<file path="config.mk">
export PLATFORM = sky130hd
export DESIGN_NAME = rle_encoder
export DESIGN_NICKNAME = d
export VERILOG_FILES = /design/src/rtl/acsp_pkg.sv /design/src/rtl/rle_encoder.sv
export SDC_FILE = /design/constraint.sdc
export NUM_CORES = 1
export LEC_CHECK = 0
export ABC_AREA = 0
export CAP_MARGIN = 20
export CORE_MARGIN = 4
export CORE_UTILIZATION = 35
export CTS_CLUSTER_SIZE = 30
export DETAILED_ROUTE_END_ITERATION = 10
export PLACE_DENSITY = 0.55
export SETUP_SLACK_MARGIN = 0.2
export SYNTH_ARGS = -nofsm -noshare
export SYNTH_HDL_FRONTEND = slang
export SYNTH_SLANG_ARGS = --single-unit
</file>
<file path="constraint.sdc">
create_clock -name clock -period 2.7 [get_ports clock]
set_clock_uncertainty 0.05 [all_clocks]
set_input_delay 0.405 -clock clock [delete_from_list [all_inputs] [get_ports clock]]
set_output_delay 0.405 -clock clock [all_outputs]
set_load 0.005 [all_outputs]
</file>
<file path="src/rtl/acsp_pkg.sv">
// Shared types and constants for the acquisition sample path.
// The run-length encoder takes its state encoding and count limit from here.
package acsp_pkg;

  localparam int ACSP_SAMPLE_WIDTH = 8;
  localparam int RLE_FLAG_BIT      = ACSP_SAMPLE_WIDTH - 1;

  typedef enum logic [1:0] {
    RLE_IDLE,
    RLE_RUN,
    RLE_FLUSH
  } rle_state_t;

  // Largest repeat count a count word can carry for a given word width.
  function automatic int rle_cnt_max(input int w);
    return (2 ** (w - 1)) - 1;
  endfunction

endpackage

</file>
<file path="src/rtl/rle_encoder.sv">
// Run-length encoder between the sampler and sample_fifo, or a 1-cycle registered pass-through.
// Each encoded word has an MSB flag: 0 marks a value word, 1 marks a count word of extra repeats.
module rle_encoder
  import acsp_pkg::*;
#(
  parameter int SAMPLE_WIDTH = ACSP_SAMPLE_WIDTH
) (
  input  logic                    clock,
  input  logic                    reset_n,
  input  logic                    rle_en,
  input  logic                    clear,
  input  logic                    flush,
  input  logic [SAMPLE_WIDTH-1:0] data_in,
  input  logic                    valid_in,
  output logic [SAMPLE_WIDTH-1:0] data_out,
  output logic                    valid_out,
  output logic                    flush_done,
  output logic                    busy
);

  localparam int W        = SAMPLE_WIDTH;
  localparam int FLAG_BIT = W - 1;
  localparam logic [W-2:0] CNT_MAX = (W-1)'(rle_cnt_max(W));

  function automatic logic [W-1:0] value_word(input logic [W-2:0] p);
    return {1'b0, p};
  endfunction

  function automatic logic [W-1:0] count_word(input logic [W-2:0] n);
    return {1'b1, n};
  endfunction

  rle_state_t     state, state_nx;
  logic [W-2:0]   last, last_nx;
  logic [W-2:0]   cnt, cnt_nx;
  logic [W-1:0]   pend, pend_nx;
  logic           pend_v, pend_v_nx;
  logic [W-1:0]   dout_nx;
  logic           vout_nx;
  logic           fdone_nx;

  logic [W-2:0]   payload;
  logic [W-2:0]   cnt_inc;
  logic [W-1:0]   word_p0;
  logic           vld_p0;
  logic           defer_p0;
  logic           drain;
  logic           pass;

  assign payload = data_in[FLAG_BIT-1:0];
  assign cnt_inc = cnt + (W-1)'(1);
  assign busy    = pend_v | (cnt != '0);

  // Stage 0: classify the incoming sample and pick this cycle's word
  always_comb begin
    state_nx  = state;
    last_nx   = last;
    cnt_nx    = cnt;
    pend_nx   = pend;
    pend_v_nx = pend_v;
    dout_nx   = data_out;
    vout_nx   = 1'b0;
    fdone_nx  = 1'b0;
    word_p0   = '0;
    vld_p0    = 1'b0;
    defer_p0  = 1'b0;
    drain     = 1'b0;
    pass      = 1'b0;

    unique case (state)
      RLE_IDLE: begin
        if (!rle_en) begin
          pass     = 1'b1;
          dout_nx  = data_in;
          vout_nx  = valid_in;
          fdone_nx = flush;
        end else if (flush) begin
          fdone_nx = 1'b1;
        end else if (valid_in) begin
          vld_p0   = 1'b1;
          word_p0  = value_word(payload);
          last_nx  = payload;
          cnt_nx   = '0;
          state_nx = RLE_RUN;
        end
      end
      RLE_RUN: begin
        if (flush) begin
          drain    = 1'b1;
          state_nx = RLE_FLUSH;
        end else if (valid_in) begin
          if (payload == last) begin
            if (cnt_inc == CNT_MAX) begin
              vld_p0  = 1'b1;
              word_p0 = count_word(CNT_MAX);
              cnt_nx  = '0;
            end else begin
              cnt_nx = cnt_inc;
            end
          end else begin
            last_nx = payload;
            cnt_nx  = '0;
            vld_p0  = 1'b1;
            if (cnt == '0) begin
              word_p0 = value_word(payload);
            end else begin
              // The closing count word goes out now; the new value waits one cycle.
              word_p0  = count_word(cnt);
              defer_p0 = 1'b1;
            end
          end
        end
      end
      RLE_FLUSH: drain = 1'b1;
      default:   state_nx = RLE_IDLE;
    endcase

    if (drain && !pend_v) begin
      if (cnt != '0) begin
        vld_p0  = 1'b1;
        word_p0 = count_word(cnt);
        cnt_nx  = '0;
      end else begin
        fdone_nx = 1'b1;
        state_nx = RLE_IDLE;
      end
    end

    // A held word always goes first; only a value word can arrive alongside it.
    if (!pass) begin
      if (pend_v) begin
        dout_nx   = pend;
        vout_nx   = 1'b1;
        pend_v_nx = vld_p0;
        if (vld_p0) pend_nx = word_p0;
      end else if (vld_p0) begin
        dout_nx   = word_p0;
        vout_nx   = 1'b1;
        pend_v_nx = defer_p0;
        if (defer_p0) pend_nx = value_word(payload);
      end
    end

    if (clear) begin
      state_nx  = RLE_IDLE;
      last_nx   = '0;
      cnt_nx    = '0;
      pend_nx   = '0;
      pend_v_nx = 1'b0;
      dout_nx   = '0;
      vout_nx   = 1'b0;
      fdone_nx  = 1'b0;
    end
  end

  // Stage 1: output register, run tracking and one-entry pend register
  always_ff @(posedge clock or negedge reset_n) begin
    if (!reset_n) begin
      state      <= RLE_IDLE;
      last       <= '0;
      cnt        <= '0;
      pend       <= '0;
      pend_v     <= 1'b0;
      data_out   <= '0;
      valid_out  <= 1'b0;
      flush_done <= 1'b0;
    end else begin
      state      <= state_nx;
      last       <= last_nx;
      cnt        <= cnt_nx;
      pend       <= pend_nx;
      pend_v     <= pend_v_nx;
      data_out   <= dout_nx;
      valid_out  <= vout_nx;
      flush_done <= fdone_nx;
    end
  end

endmodule

</file>
Word-level counts from Yosys, hierarchy flattened
Index checks and enable logic that the tools add are counted.
{ "classes": {"bitwise": 1, "eq_ne": 11, "add_sub_neg": 1, "reduce_logical": 10, "n_mux": 84} }
{ "ops": {"columns": ["operator", "n"], "rows": [
  ["8-bit two-way mux", 19],
  ["7-bit two-way mux", 20],
  ["1-bit two-way mux", 32],
  ["7-bit case mux with 2 select lines", 2],
  ["3-bit != test (second input constant)", 6],
  ["8-bit case mux with 2 select lines", 1],
  ["2-bit two-way mux", 7],
  ["7-bit by 1-bit adder with 7-bit output (second input constant)", 1],
  ["7-bit == test", 1],
  ["7-bit == test (second input constant)", 1],
  ["7-bit zero test", 1],
  ["7-bit AND reduction", 1],
  ["7-bit nonzero test", 1],
  ["2-bit case mux with 3 select lines", 1],
  ["3-bit nonzero test", 2],
  ["1-bit case mux with 2 select lines", 2],
  ["3-bit AND reduction", 1],
  ["2-bit by 1-bit == test with 1-bit output (second input constant)", 1],
  ["2-bit == test (second input constant)", 1],
  ["2-bit zero test", 1],
  ["2-bit != test (second input constant)", 1],
  ["2-bit nonzero test", 1],
  ["1-bit logical AND", 1],
  ["1-bit zero test", 1],
  ["1-bit OR", 1]
]} }
{ "totals": {"regBits": 35, "out_inout_bits": 11} }

Logic depth before layout (Yosys ltp)
{ "logic_depth": {"ltp_word": 13, "ltp_mapped": 11, "mapped_depth_nobuf": 9} }

Least setup slack after synthesis
Ideal clock, no wire load.
{ "synth_timing": {"path_kind": "register to register", "from": "register cnt[1]", "to": "register data_out[4]", "arrival_time_ns": 2.592, "t_required_ns": 2.556, "path_slack_ns": -0.036, "path_stages_with_launch": 11, "synth_period_minus_slack_ns": 2.736, "path_buffers": 2, "path_cell_list": "dfrtp_1 > clkbuf_1 > inv_1 > ha_1 > or4b_4 > or3_4 > and2_4 > buf_6 > a2111oi_4 > nand2_1 > a221oi_2"} }
{ "synth_between": {"elab_chain_cells": 13} }
{ "synth_rtl": {"columns": ["item", "line_no", "rtl"], "rows": [
  ["from (decl)", "rle_encoder.sv:35", "logic [W-2:0] cnt, cnt_nx;"],
  ["from (signal assigned)", "rle_encoder.sv:170", "cnt <= cnt_nx;"],
  ["7-bit by 1-bit adder with 7-bit output", "rle_encoder.sv:51", "assign cnt_inc = cnt + (W-1)'(1);"],
  ["7-bit == test", "rle_encoder.sv:93", "if (cnt_inc == CNT_MAX) begin"],
  ["8-bit two-way mux or 1-bit two-way mux (tied branches)", "rle_encoder.sv:93", null],
  ["8-bit two-way mux or 1-bit two-way mux (tied branches)", "rle_encoder.sv:92", "if (payload == last) begin"],
  ["8-bit two-way mux or 1-bit two-way mux (tied branches)", "rle_encoder.sv:91", "end else if (valid_in) begin"],
  ["8-bit two-way mux or 1-bit two-way mux (tied branches)", "rle_encoder.sv:88", "if (flush) begin"],
  ["8-bit case mux with 2 select lines or 1-bit case mux with 2 select lines (tied branches)", "rle_encoder.sv:70", "unique case (state)"],
  ["8-bit two-way mux or 1-bit two-way mux (tied branches)", "rle_encoder.sv:119", "if (cnt != '0) begin"],
  ["8-bit two-way mux or 1-bit two-way mux (tied branches)", "rle_encoder.sv:118", "if (drain && !pend_v) begin"],
  ["8-bit two-way mux *", "rle_encoder.sv:136", "end else if (vld_p0) begin"],
  ["8-bit two-way mux *", "rle_encoder.sv:131", "if (pend_v) begin"],
  ["8-bit two-way mux *", "rle_encoder.sv:130", "if (!pass) begin"],
  ["8-bit two-way mux *", "rle_encoder.sv:144", "if (clear) begin"],
  ["net dout_nx[4]", "rle_encoder.sv:38", "logic [W-1:0] dout_nx;"],
  ["to (signal assigned)", "rle_encoder.sv:173", "data_out <= dout_nx;"],
  ["to (decl)", "rle_encoder.sv:15", "output logic [SAMPLE_WIDTH-1:0] data_out,"]
]} }
Mark *: on every way through the listed nets, which the timed path passes. The rest lies on a longest branch.
A chain may end at the register's enable or synchronous reset.

Worst setup path after layout
{ "layout_timing": {"from": "register cnt[1]", "to": "register data_out[1]"} }
Same word-level chain as after synthesis.

==> results_dict.tcl <==
set metrics [dict create \
    status "finished clean" \
    ys_types 51 \
    ir_drop_mv 0.197 \
    grt_util_all_layers_pct 19.3 \
    drc 0 \
    insertion_delay_ps 300 \
    grt_max_degree 36 \
    critPathKind "flop to flop" \
    r2r-start "cnt[1]" \
    buffer_ports.inserted 24 \
    crit_path_end_kind "flop" \
    final_common_cell "buf_4" \
    multi_input_area_um2 1700 \
    routed-wl-met2_um 3880 \
    grt_pass1_vias 2555 \
    dp_cells 448 \
    p_clk_share_pct 36.5 \
    cell_internal_pwr_uw 966 \
    cts_tree "done" \
    vias_per_cell 5.61 \
    final_cells 462 \
    finalSetupViolCount 0 \
    clockBufferDepth 2 \
    core_area_um2 6870 \
    post-route-min-period_ps 2540 \
    fmax_mhz 394 \
    hold_buffers 0 \
    area_delta_synth_final_pct 44.3 \
    rows 30 \
    die_x_um 92.4 \
    antennaDiodeCount 0 \
    dr.pass1.iters 4 \
    swShare_pct 28.5 \
    final_max_slew_viol_count 0 \
    final.fill_count 649 \
    final_cell_mix "buf_4, dfrtp_1, nor2_1, nand2_1, clkdlybuf4s50_1" \
    finalSetupTns_ps 0 \
    crit_arrival_ps 2720 \
    synth-main-ff-cell "dfrtp_1" \
    async_flop_share_pct 100 \
    grt_overflow 0 \
    clockRootBuffer "clkbuf_8" \
    max-slew-margin-rel_pct 45.6 \
    cts.sink_count 35 \
    start_util_pct 36.3 \
    pwr-share-comb_pct 22.1 \
    numCtsBuffers 5 \
    yosys_register_bits 35 \
    synth.net_count 312 \
    placed_cell_area_um2 3230 \
    final_cell_area_um2 3600 \
    period_share_pct 94.0 \
    wl_per_cell_um 17.7 \
    drt_iter0_drc 248 \
    p_leak_uw 0.00149 \
    h-tree-depth 2 \
    total_power_uw 1350 \
    io_pins 25 \
    crit_fanout 6 \
    die_y_um 92.4 \
    r2r.worst_path.cells 11 \
    dp_hpwl_um 5880 \
    synthCells 291 \
    path_common_cell "buf_4" \
    fp.dieArea_um2 8530 \
    synth_area_um2 2490 \
    nets 386 \
    syn_avg_cell_area_um2 8.56 \
    met3_length_um 495 \
    vias 2594 \
    place_congestion 0.819 \
    yosysSeqAreaShare_pct 35.2 \
    power_density_nw_per_um2 376 \
    worstMarginPinSlew_ps 816 \
    wl_met1_um 3730 \
    ff2ff_setup_slack_ps 160 \
    required_ps 2880 \
    power.switching_uw 385 \
    yosysWarningCount 0 \
    hold_viol_final 0 \
    wl_um 8190 \
    antenna_found_initial 0 \
    max_cap_violations 0 \
    clk_pin_slew_worst_paths_ps 80 \
    highest_layer "met4" \
    ant_nets 0 \
    seq_power_share_pct 41.4 \
    regArea_um2 876 \
    worst_setup_path_start_kind "flop" \
    critPathSlowestCell "or4b_4" \
    cp_cell_sequence "inv_4, ha_4, or4b_4, or3_4, and2_4, buf_6, a2111oi_4, buf_4, buf_4, a32o_1, o2bb2ai_1" \
    critical-path-max-stage-delay_ps 460 \
    grt_setup_unrepaired "yes" \
    drive_above_1_share_pct 32.0 \
    synth-edff-count 0 \
    hp-class "input port to asynchronous set/reset pin" \
    grt_pass1_wl_um 13100 \
    worstReg2RegEnd "data_out[1]" \
]
-- cell type report --
type	instances	share of cell area (%)
Sequential cell	35	24.4
Timing Repair Buffer	89	21.1
Clock buffer	5	1.91
Inverter	7	0.800
Clock inverter	3	1.22
Multi-Input combinational cell	227	47.3
Tap cell	96	3.34
-- cells in the mapped netlist (3+ instances only) --
cell	instances	area, um2
a2111oi_0	5	43.8
a211oi_1	8	60.1
a21o_1	4	30.0
a21oi_1	17	85.1
a221oi_1	8	70.1
a22oi_1	6	45.0
a311oi_1	3	26.3
a32oi_1	3	26.3
and3_1	4	25.0
clkbuf_1	18	67.6
dfrtp_1	35	876
ha_1	7	87.6
inv_1	7	26.3
mux2i_1	7	70.1
nand2_1	25	93.8
nand2b_1	3	18.8
nand3_1	11	55.1
nand4_1	4	25.0
nor2_1	35	131
nor2b_1	6	37.5
nor3_1	14	70.1
o211ai_1	7	52.6
o21ai_0	10	50.1
or3_1	4	25.0
xnor2_1	8	70.1
-- critical path, delay by kind of cell (launching register included) --
kind,cells,cell delay [ps]
simple gates,3,960
buf+inv,4,530
flops,1,430
compound gates,3,400
fa+ha+maj,1,110
-- registers in the layout (all words and copies together), names as in the netlist --
register and count:
data_out 8, last 7, cnt 7, flush_done 1, valid_out 1, state 2
pend 8, pend_v 1
-- power by group through the flow --
stage	combinational, uW	clock [uW]	sequential (uW)
after CTS	290	505	559
after global routing	327	521	561
after floorplan	137	0	568
after global placement	280	0	568
final	299	493	559
after detailed placement	282	0	568
-- worst max path at each step --
| stage | cells past startpoint | slack [ps] | endpoint | startpoint |
|---|---|---|---|---|
| after floorplan | 11 | 110 | data_out[4] | cnt[1] |
| after global placement | 9 | -280 | data_out[5] | data_in[3] |
| after detailed placement | 9 | -320 | data_out[5] | data_in[3] |
| after CTS | 10 | 170 | data_out[5] | cnt[1] |
| after global routing | 10 | 70 | data_out[5] | cnt[1] |
| final | 11 | 160 | data_out[1] | cnt[1] |
-- stage by stage --
step / utilization [%] / worst slack [ps] / hold slack (ps)
floorplan: - / 109 / 59.4
global placement: 47.0 / -277 / 463
detailed placement: 47.0 / -321 / 466
CTS: 50.5 / 169 / 183
global route: 52.3 / 65.3 / 205
finish: 52.3 / 161 / 137
-- routing by layer --
layer,GRT usage (%),up-vias
li1,-,1244
met1,27.0,1262
met2,30.5,80
met3,3.49,8
met4,5.57,0
met5,0,-
-- repair_timing --
action                                  in CTS  in global routing
buffers inserted                             3                  3
endpoints found under the setup margin      22                 20
pin swaps                                    8                 20
gates resized for setup                     22                 23
-- logic make-up (layout without fill, tap and decap cells) --
| group | after synthesis | after routing | share of synthesized area (%) |
|---|---|---|---|
| simple gates | 118 | 118 | 23.4 |
| compound gates | 87 | 87 | 27.3 |
| flops | 35 | 35 | 35.2 |
| mux | 7 | 7 | 2.81 |
| buf+inv | 29 | 104 | 5.07 |
| fa+ha+maj | 7 | 7 | 3.52 |
| xor+xnor | 8 | 8 | 2.81 |
Note: power is estimated with default switching activity, not from simulation.
